<file path="src/rtl/mac_pipe_if.sv">
// mac_pipe_if: operand-beat and result handshake bundle for mac_pipe_unit.
// The unit connects through the slave modport; the producer/consumer uses master.
`timescale 1ns/1ps
interface mac_pipe_if #(
    parameter int WIDTH = 32,
    parameter int ACC_W = 2 * WIDTH + 8
);
    logic             in_valid;
    logic             in_ready;
    logic [WIDTH-1:0] a;
    logic [WIDTH-1:0] b;
    logic             is_signed;
    logic             first;
    logic             last;
    logic             out_valid;
    logic             out_ready;
    logic [ACC_W-1:0] out_data;
    logic             ovf;

    modport master (
        output in_valid, a, b, is_signed, first, last, out_ready,
        input  in_ready, out_valid, out_data, ovf
    );

    modport slave (
        input  in_valid, a, b, is_signed, first, last, out_ready,
        output in_ready, out_valid, out_data, ovf
    );
endinterface

</file>
<file path="src/rtl/mac_pipe_unit.sv">
// mac_pipe_unit: pipelined multiply-accumulate emitting one dot product per first..last run of beats.
// Build option: define MAC_PIPE_SAT_EN to saturate the accumulator on overflow instead of wrapping.
`timescale 1ns/1ps
module mac_pipe_unit #(
    parameter int WIDTH  = 32,
    parameter int STAGES = 3,
    parameter int ACC_W  = 2 * WIDTH + 8
) (
    input logic       clk,
    input logic       rst,
    mac_pipe_if.slave bus
);
    localparam int PW = 2 * WIDTH;

    logic              stall_s;
    logic              in_ready_s;
    logic              accept_s;
    logic [PW-1:0]     a_ext_s;
    logic [PW-1:0]     b_ext_s;
    logic [PW-1:0]     prod_s;

    logic [STAGES-1:0] st_valid_r;
    logic [STAGES-1:0] st_first_r;
    logic [STAGES-1:0] st_last_r;
    logic [STAGES-1:0] st_sgn_r;
    logic [PW-1:0]     st_prod_r [STAGES];

    logic              tail_valid_s;
    logic              tail_first_s;
    logic              tail_last_s;
    logic              tail_sgn_s;
    logic [PW-1:0]     tail_prod_s;

    logic              ext_s;
    logic [ACC_W-1:0]  prod_ext_s;
    logic [ACC_W-1:0]  base_s;
    logic              base_ovf_s;
    logic [ACC_W:0]    sum_s;
    logic              ovf_now_s;
    logic              ovf_next_s;
    logic [ACC_W-1:0]  acc_next_s;

    logic [ACC_W-1:0]  acc_r;
    logic              acc_ovf_r;
    logic              closed_r;
    logic              out_valid_r;
    logic [ACC_W-1:0]  out_data_r;
    logic              out_ovf_r;

`ifdef MAC_PIPE_SAT_EN
    // Clamp value for an overflowing sum; neg is the true sign of the widened signed sum.
    function automatic logic [ACC_W-1:0] sat_value(input logic sgn, input logic neg);
        logic [ACC_W-1:0] v;
        v = '1;
        if (sgn) begin
            v = neg ? '0 : '1;
            v[ACC_W-1] = neg;
        end
        return v;
    endfunction
`endif

    // Handshake: a result the consumer does not take freezes the whole unit.
    always_comb begin
        stall_s    = out_valid_r & ~bus.out_ready;
        in_ready_s = ~rst & ~stall_s;
        accept_s   = bus.in_valid & in_ready_s;
    end

    assign bus.in_ready = in_ready_s;

    // Sign- or zero-extend to 2*WIDTH; the low 2*WIDTH bits of that product are exact either way.
    always_comb begin
        a_ext_s = {{WIDTH{bus.is_signed & bus.a[WIDTH-1]}}, bus.a};
        b_ext_s = {{WIDTH{bus.is_signed & bus.b[WIDTH-1]}}, bus.b};
        prod_s  = a_ext_s * b_ext_s;
    end

    // Stage valid bits: cleared by reset, shifted whenever the unit is not stalled.
    always_ff @(posedge clk) begin
        if (rst) begin
            st_valid_r <= '0;
        end else if (!stall_s) begin
            st_valid_r[0] <= accept_s;
            for (int i = 1; i < STAGES; i++) begin
                st_valid_r[i] <= st_valid_r[i-1];
            end
        end
    end

    // Product and beat tags travel alongside their valid bit.
    always_ff @(posedge clk) begin
        if (!stall_s) begin
            st_prod_r[0]  <= prod_s;
            st_first_r[0] <= bus.first;
            st_last_r[0]  <= bus.last;
            st_sgn_r[0]   <= bus.is_signed;
            for (int i = 1; i < STAGES; i++) begin
                st_prod_r[i]  <= st_prod_r[i-1];
                st_first_r[i] <= st_first_r[i-1];
                st_last_r[i]  <= st_last_r[i-1];
                st_sgn_r[i]   <= st_sgn_r[i-1];
            end
        end
    end

    assign tail_valid_s = st_valid_r[STAGES-1];
    assign tail_first_s = st_first_r[STAGES-1];
    assign tail_last_s  = st_last_r[STAGES-1];
    assign tail_sgn_s   = st_sgn_r[STAGES-1];
    assign tail_prod_s  = st_prod_r[STAGES-1];

    // Accumulate: one extra bit catches signed overflow and unsigned carry in the same adder.
    always_comb begin
        ext_s                  = tail_sgn_s & tail_prod_s[PW-1];
        prod_ext_s             = {ACC_W{ext_s}};
        prod_ext_s[PW-1:0]     = tail_prod_s;
        if (tail_first_s || closed_r) begin
            // A closed sum never seeds the next dot product, even without first.
            base_s     = '0;
            base_ovf_s = 1'b0;
        end else begin
            base_s     = acc_r;
            base_ovf_s = acc_ovf_r;
        end
        sum_s = {tail_sgn_s & base_s[ACC_W-1], base_s}
              + {tail_sgn_s & prod_ext_s[ACC_W-1], prod_ext_s};
        if (tail_sgn_s) begin
            ovf_now_s = sum_s[ACC_W] ^ sum_s[ACC_W-1];
        end else begin
            ovf_now_s = sum_s[ACC_W];
        end
        ovf_next_s = base_ovf_s | ovf_now_s;
`ifdef MAC_PIPE_SAT_EN
        if (ovf_now_s) begin
            acc_next_s = sat_value(tail_sgn_s, sum_s[ACC_W]);
        end else begin
            acc_next_s = sum_s[ACC_W-1:0];
        end
`else
        acc_next_s = sum_s[ACC_W-1:0];
`endif
    end

    // Accumulator and result register; a completing sum may replace a result handed off this cycle.
    always_ff @(posedge clk) begin
        if (rst) begin
            acc_r       <= '0;
            acc_ovf_r   <= 1'b0;
            closed_r    <= 1'b1;
            out_valid_r <= 1'b0;
            out_data_r  <= '0;
            out_ovf_r   <= 1'b0;
        end else begin
            if (!stall_s && tail_valid_s) begin
                acc_r     <= acc_next_s;
                acc_ovf_r <= ovf_next_s;
                closed_r  <= tail_last_s;
            end
            if (!stall_s && tail_valid_s && tail_last_s) begin
                out_valid_r <= 1'b1;
                out_data_r  <= acc_next_s;
                out_ovf_r   <= ovf_next_s;
            end else if (out_valid_r && bus.out_ready) begin
                out_valid_r <= 1'b0;
            end
        end
    end

    assign bus.out_valid = out_valid_r;
    assign bus.out_data  = out_data_r;
    assign bus.ovf       = out_ovf_r;

endmodule

</file>
<file path="src/flat_wrapper.sv">
// flat-port wrapper written by rule: the top's interface ports become plain ports
module mac_pipe_unit_flat 
#(
    parameter int WIDTH  = 32,
    parameter int STAGES = 3,
    parameter int ACC_W  = 2 * WIDTH + 8
)
  (clk, rst, bus_in_valid, bus_a, bus_b, bus_is_signed, bus_first, bus_last, bus_out_ready, bus_in_ready, bus_out_valid, bus_out_data, bus_ovf);
  mac_pipe_if #(.WIDTH(WIDTH), .ACC_W(ACC_W)) bus_i ();
  input logic clk;
  input logic rst;
  input wire logic [$bits(bus_i.in_valid)-1:0] bus_in_valid;
  input wire logic [$bits(bus_i.a)-1:0] bus_a;
  input wire logic [$bits(bus_i.b)-1:0] bus_b;
  input wire logic [$bits(bus_i.is_signed)-1:0] bus_is_signed;
  input wire logic [$bits(bus_i.first)-1:0] bus_first;
  input wire logic [$bits(bus_i.last)-1:0] bus_last;
  input wire logic [$bits(bus_i.out_ready)-1:0] bus_out_ready;
  output wire logic [$bits(bus_i.in_ready)-1:0] bus_in_ready;
  output wire logic [$bits(bus_i.out_valid)-1:0] bus_out_valid;
  output wire logic [$bits(bus_i.out_data)-1:0] bus_out_data;
  output wire logic [$bits(bus_i.ovf)-1:0] bus_ovf;
  assign bus_i.in_valid = bus_in_valid;
  assign bus_i.a = bus_a;
  assign bus_i.b = bus_b;
  assign bus_i.is_signed = bus_is_signed;
  assign bus_i.first = bus_first;
  assign bus_i.last = bus_last;
  assign bus_i.out_ready = bus_out_ready;
  assign bus_in_ready = bus_i.in_ready;
  assign bus_out_valid = bus_i.out_valid;
  assign bus_out_data = bus_i.out_data;
  assign bus_ovf = bus_i.ovf;
  mac_pipe_unit #(.WIDTH(WIDTH), .STAGES(STAGES), .ACC_W(ACC_W)) u_core (.clk(clk), .rst(rst), .bus(bus_i));
endmodule
</file>
<file path="config.mk">
export PLATFORM = sky130hd
export DESIGN_NAME = mac_pipe_unit_flat
export DESIGN_NICKNAME = d
export VERILOG_FILES = /design/src/rtl/mac_pipe_if.sv /design/src/rtl/mac_pipe_unit.sv /design/src/flat_wrapper.sv
export SDC_FILE = /design/constraint.sdc
export NUM_CORES = 2
export LEC_CHECK = 0
export BUFFER_PORTS_ARGS = -buffer_cell sky130_fd_sc_hd__buf_4
export CAP_MARGIN = 10
export CORE_MARGIN = 4
export CORE_UTILIZATION = 60
export DETAILED_ROUTE_END_ITERATION = 6
export PLACE_DENSITY = 0.82
export SYNTH_ARGS = -nofsm -noshare
export SYNTH_HDL_FRONTEND = slang
export SYNTH_SLANG_ARGS = --single-unit
</file>
<file path="constraint.sdc">
create_clock -name clk -period 9.28 [get_ports clk]
set_clock_uncertainty 0.2 [all_clocks]
set_input_delay 0.464 -clock clk [delete_from_list [all_inputs] [get_ports clk]]
set_output_delay 0.464 -clock clk [all_outputs]
set_load 0.02 [all_outputs]
</file>
== Yosys cells after proc, flatten, opt, wreduce, memory -nomap -nowiden ==
Memory sizes are Yosys's and may differ from the RTL's.
Index checks and enable logic that the tools add are counted.
Operators by class
  multiplexer cells: 6
  add/sub/neg operators: 1
  multiply operators: 1
  bitwise operators: 13
  reduce and logical (&&, ||, !) cells: 6
Operators with widths (count)
  $add 73x73->73: 1
  $mux 72: 1
  $mul 33x33->64: 1
  $and 1x1->1: 8
  $mux 1: 5
  $logic_and 1x1->1: 3
  $not 1->1: 3
  $reduce_bool 2->1: 1
  $logic_not 1->1: 1
  $logic_or 1x1->1: 1
  $or 1x1->1: 1
  $xor 1x1->1: 1
Storage, ports and cells
  logic and storage cells: 38
  memories kept: 1
  flip-flop bits (word level): 160
  RAM bits: 192
  output and inout bits: 75
  bits of input ports: 71
Memories
  u_core.st_prod_r: words 3, width 64, read ports 3, clocked after memory_dff 0, write ports 3, line mac_pipe_unit.sv:26  | logic [PW-1:0] st_prod_r [STAGES];

== Longest topological paths before layout ==
  depth after elaboration: 7
  gate-level depth with buffers: 31
  depth with buffers taken out: 29

== Worst setup path before layout ==
OpenSTA, ideal clock, no wires.
  path kind: input -> register
  start point: input port bus_is_signed
  end point: memory u_core.st_prod_r[0][61] (netlist bit), data pin
  library setup time: 0.264 ns
  required time: 8.816 ns
  cell stages on the path: 27
  buffers on the path: 3
  path slack: 0.600 ns
  arrival: 8.216 ns
  cell sequence: clkbuf_1 -> and2_1 -> clkbuf_1 -> nand2_1 -> inv_1 -> fa_1 -> fa_1 -> fa_1 -> inv_1 -> fa_1 -> inv_1 -> fa_1 -> fa_1 -> inv_1 -> fa_1 -> fa_1 -> inv_1 -> ha_1 -> and4_1 -> clkbuf_1 -> nand2_1 -> o21bai_1 -> a2111o_1 -> o21ai_0 -> o21ai_0 -> a221oi_1 -> xnor2_1
RTL lines
  from (decl): line flat_wrapper.sv:15  | input wire logic [$bits(bus_i.is_signed)-1:0] bus_is_signed;
  to (decl): line mac_pipe_unit.sv:26

==> run metrics <==
Post-synth EDFFs=between 200 and 250; DP Cell Count=approximately 6700; CP Capture Type=register; placer congestion estimate=0.9692; port bufs=about 150; CTS clk-pin slew, worst paths=roughly 0.06 ns; most frequent CP cell=fa_1; post-synth top area cell=fa_1; layout cells sized above 1=0.04891; worst path required time=approximately 9.4 ns; CTS HTree Levels=1; die area=about 94000 um^2; synthesized area=53720 um^2; row cnt=around 110; Die W=307.2 um; vias in the first global route=41200; Slew @ Worst Pin=between 0.9 and 1 ns; TritonRoute pass-1 iters=6; Post-DRT Antenna Nets=0; nets=between 7000 and 8000; Max-Cap Viols=0; Seq/Total Area, Yosys=0.1686; Post-Syn Nets=slightly above 7000; Main synth FF type=edfxtp_1; top-area cell type share of the netlist area=0.4196; Final Setup Violations=0; Synth top cells by count=fa_1 (1126), inv_1 (1122), nand2_1 (1000), and2_1 (426), clkbuf_1 (293); Inserted Clock Buffers=29; CP Max Fanout=10; initial core utilization=0.6060; DP HPWL=105700 um; Layout Cells excl Fill=6768; CP Class=input port to register; Reg2Reg Setup Slack=~4.3 ns; Longest Clk Path Bufs=3; routed wire length=about 140000 um; fin. max-slew vios=0; post-route setup TNS=0 ns; worst r2r src=u_core.st_first_r[2]; Syn. warnings=0; routed vias=between 30000 and 40000; synth top area cells=fa_1 (42%), edfxtp_1 (11%), inv_1 (7.8%), nand2_1 (7.0%), ha_1 (6.6%); HP Class=register to register; All-Layer GR Usage=0.2935; post-synthesis cell type count=between 70 and 80; Register Area=9059 um^2; Slowest cell on crit path=fa_1; Worst setup SP type=input port; footprint of the multi-input gates=about 39000 um^2; initial antenna violation count=3; GR Overflow Total=0; Layout area overhead=5.036%; period utilization=0.9152; Iter 0 DRT Violations=3527; chip height=307.2 um; most frequent cell after synthesis=fa_1; Hold Vio Cnt, Final=0; # DRC=0; RSZ-0062 raised after global routing=no; clock root buffer=clkbuf_16; I/O pin total=146; FMAX=about 0.12 GHz; TritonCTS clock tree=yes; FFs w/ async S/R, synth=0; status=complete, no violations; clock sinks=roughly 350; Wirelength per Cell=between 15 and 20 um; CP Launch Point=bus_is_signed; largest net degree at the start of global routing=between 90 and 100; first-pass GRT wire length=around 220000 um; vias per cell=5.733; Synth Area per Inst=about 9.5 um^2; cts repair resizes=0; hold path start=u_core.st_prod_r[0][111]; number of fillers in the final layout=between 7000 and 8000; Worst-Skew Late Latency=about 0.56 ns; min Tclk post-route=between 8 and 9 ns; CP arrival=about 8.6 ns; post-synthesis register bit count=352; Max-slew headroom=0.3527; Critical Path Max Stage Delay=0.62 ns; Synth Instances=~5700; Core Region=roughly 89000 um^2
-- cell type report --
cell class              instances  share of cell area
multi-input cells            3885              0.6966
flip-flops and latches        352              0.1605
inverters                    1122             0.07464
well taps                    1165             0.02583
repair buffers                191             0.02555
clock buffers                  34             0.01413
clock inverters                18            0.002705
diodes                          1          0.00004435
-- cells in the final DEF (no fill, tap or decap), types with 24 or more instances in the layout --
cell type  instances
o21ai_0           76
a31oi_1           26
xor2_1            42
xnor2_1           92
clkbuf_16         31
ha_1             284
edfxtp_1         201
and3_1            32
fa_1            1126
nand3_1           30
nor2_1           104
nand2_1          998
dfxtp_1          151
inv_1           1122
a211oi_1          26
a21oi_1          260
buf_4            188
a21o_1            87
o21a_1            24
and2_1           425
-- routing by layer --
metal	vias to the layer above	wire length, um	global-route usage
li1	16990	-	-
met1	19380	54470	0.4100
met2	2111	60120	0.4579
met3	326	16570	0.08844
met4	4	3825	0.06976
met5	-	27	0
-- final timing paths --
path | cells after the start | to
worst max-delay path | 27 | u_core.st_prod_r[0][61]
worst min-delay path | 0 | u_core.st_prod_r[0][175]
worst max register to register | 17 | u_core.bus.out_data[60]
worst min register to register | 0 | u_core.st_prod_r[0][175]
-- worst max-delay path: cells and delay by family --
| kind | cells | cell delay [ns] |
|---|---|---|
| AND/OR/NAND/NOR | 2 | 0.43 |
| XOR/XNOR | 1 | 0.09 |
| adder cells (fa/ha/maj) | 9 | 4.36 |
| buffers and inverters | 6 | 0.98 |
| AO/OA/AOI/OAI | 9 | 2.25 |
-- what timing repair did --
action	CTS	global route
buffers inserted	0	0
hold buffers	3	0
endpoints found under the hold margin	3	0
-- registers in the layout, summed over array words and instances, names as in the netlist --
| signal | flops |
|---|---|
| u_core.bus.ovf | 1 |
| u_core.acc_r | 72 |
| u_core.st_sgn_r | 3 |
| u_core.acc_ovf_r | 1 |
| u_core.st_prod_r | 192 |
| u_core.bus.out_valid | 1 |
| u_core.st_valid_r | 3 |
| u_core.st_first_r | 3 |
| u_core.st_last_r | 3 |
| u_core.bus.out_data | 72 |
| u_core.closed_r | 1 |
-- through the flow --
| step | hold slack, ns | utilization | setup WS [ns] | area [um^2] |
|---|---|---|---|---|
| 4_1_cts | 0.2141 | 0.6365 | 0.8696 | 56420 |
| 3_5_place_dp | 0.2045 | 0.6254 | 0.2914 | 55440 |
| 5_1_grt | 0.2249 | 0.6365 | 0.4230 | 56420 |
| 3_3_place_gp | 0.2004 | 0.6254 | 0.3363 | 55440 |
| 6_report | 0.2157 | 0.6365 | 0.7871 | 56420 |
| 2_1_floorplan | 0.2003 | - | 0.6001 | 53720 |
-- logic make-up (layout without fill, tap and decap cells) --
group | after synthesis | after routing | share of synthesized area
AOI/OAI and AO/OA | 605 | 605 | 0.07202
xor gates and xnor gates | 134 | 134 | 0.02185
adders and majority gates | 1410 | 1410 | 0.4858
buffers and inverters | 1431 | 1365 | 0.1002
DFF | 352 | 352 | 0.1686
muxes | 4 | 4 | 0.0007454
other | 0 | 1 | 0
and+or+nand+nor | 1732 | 1732 | 0.1508
Power is left out: the tool's default activity adds up to more than one toggle a clock period on the data nets, which glitch-free logic cannot reach.
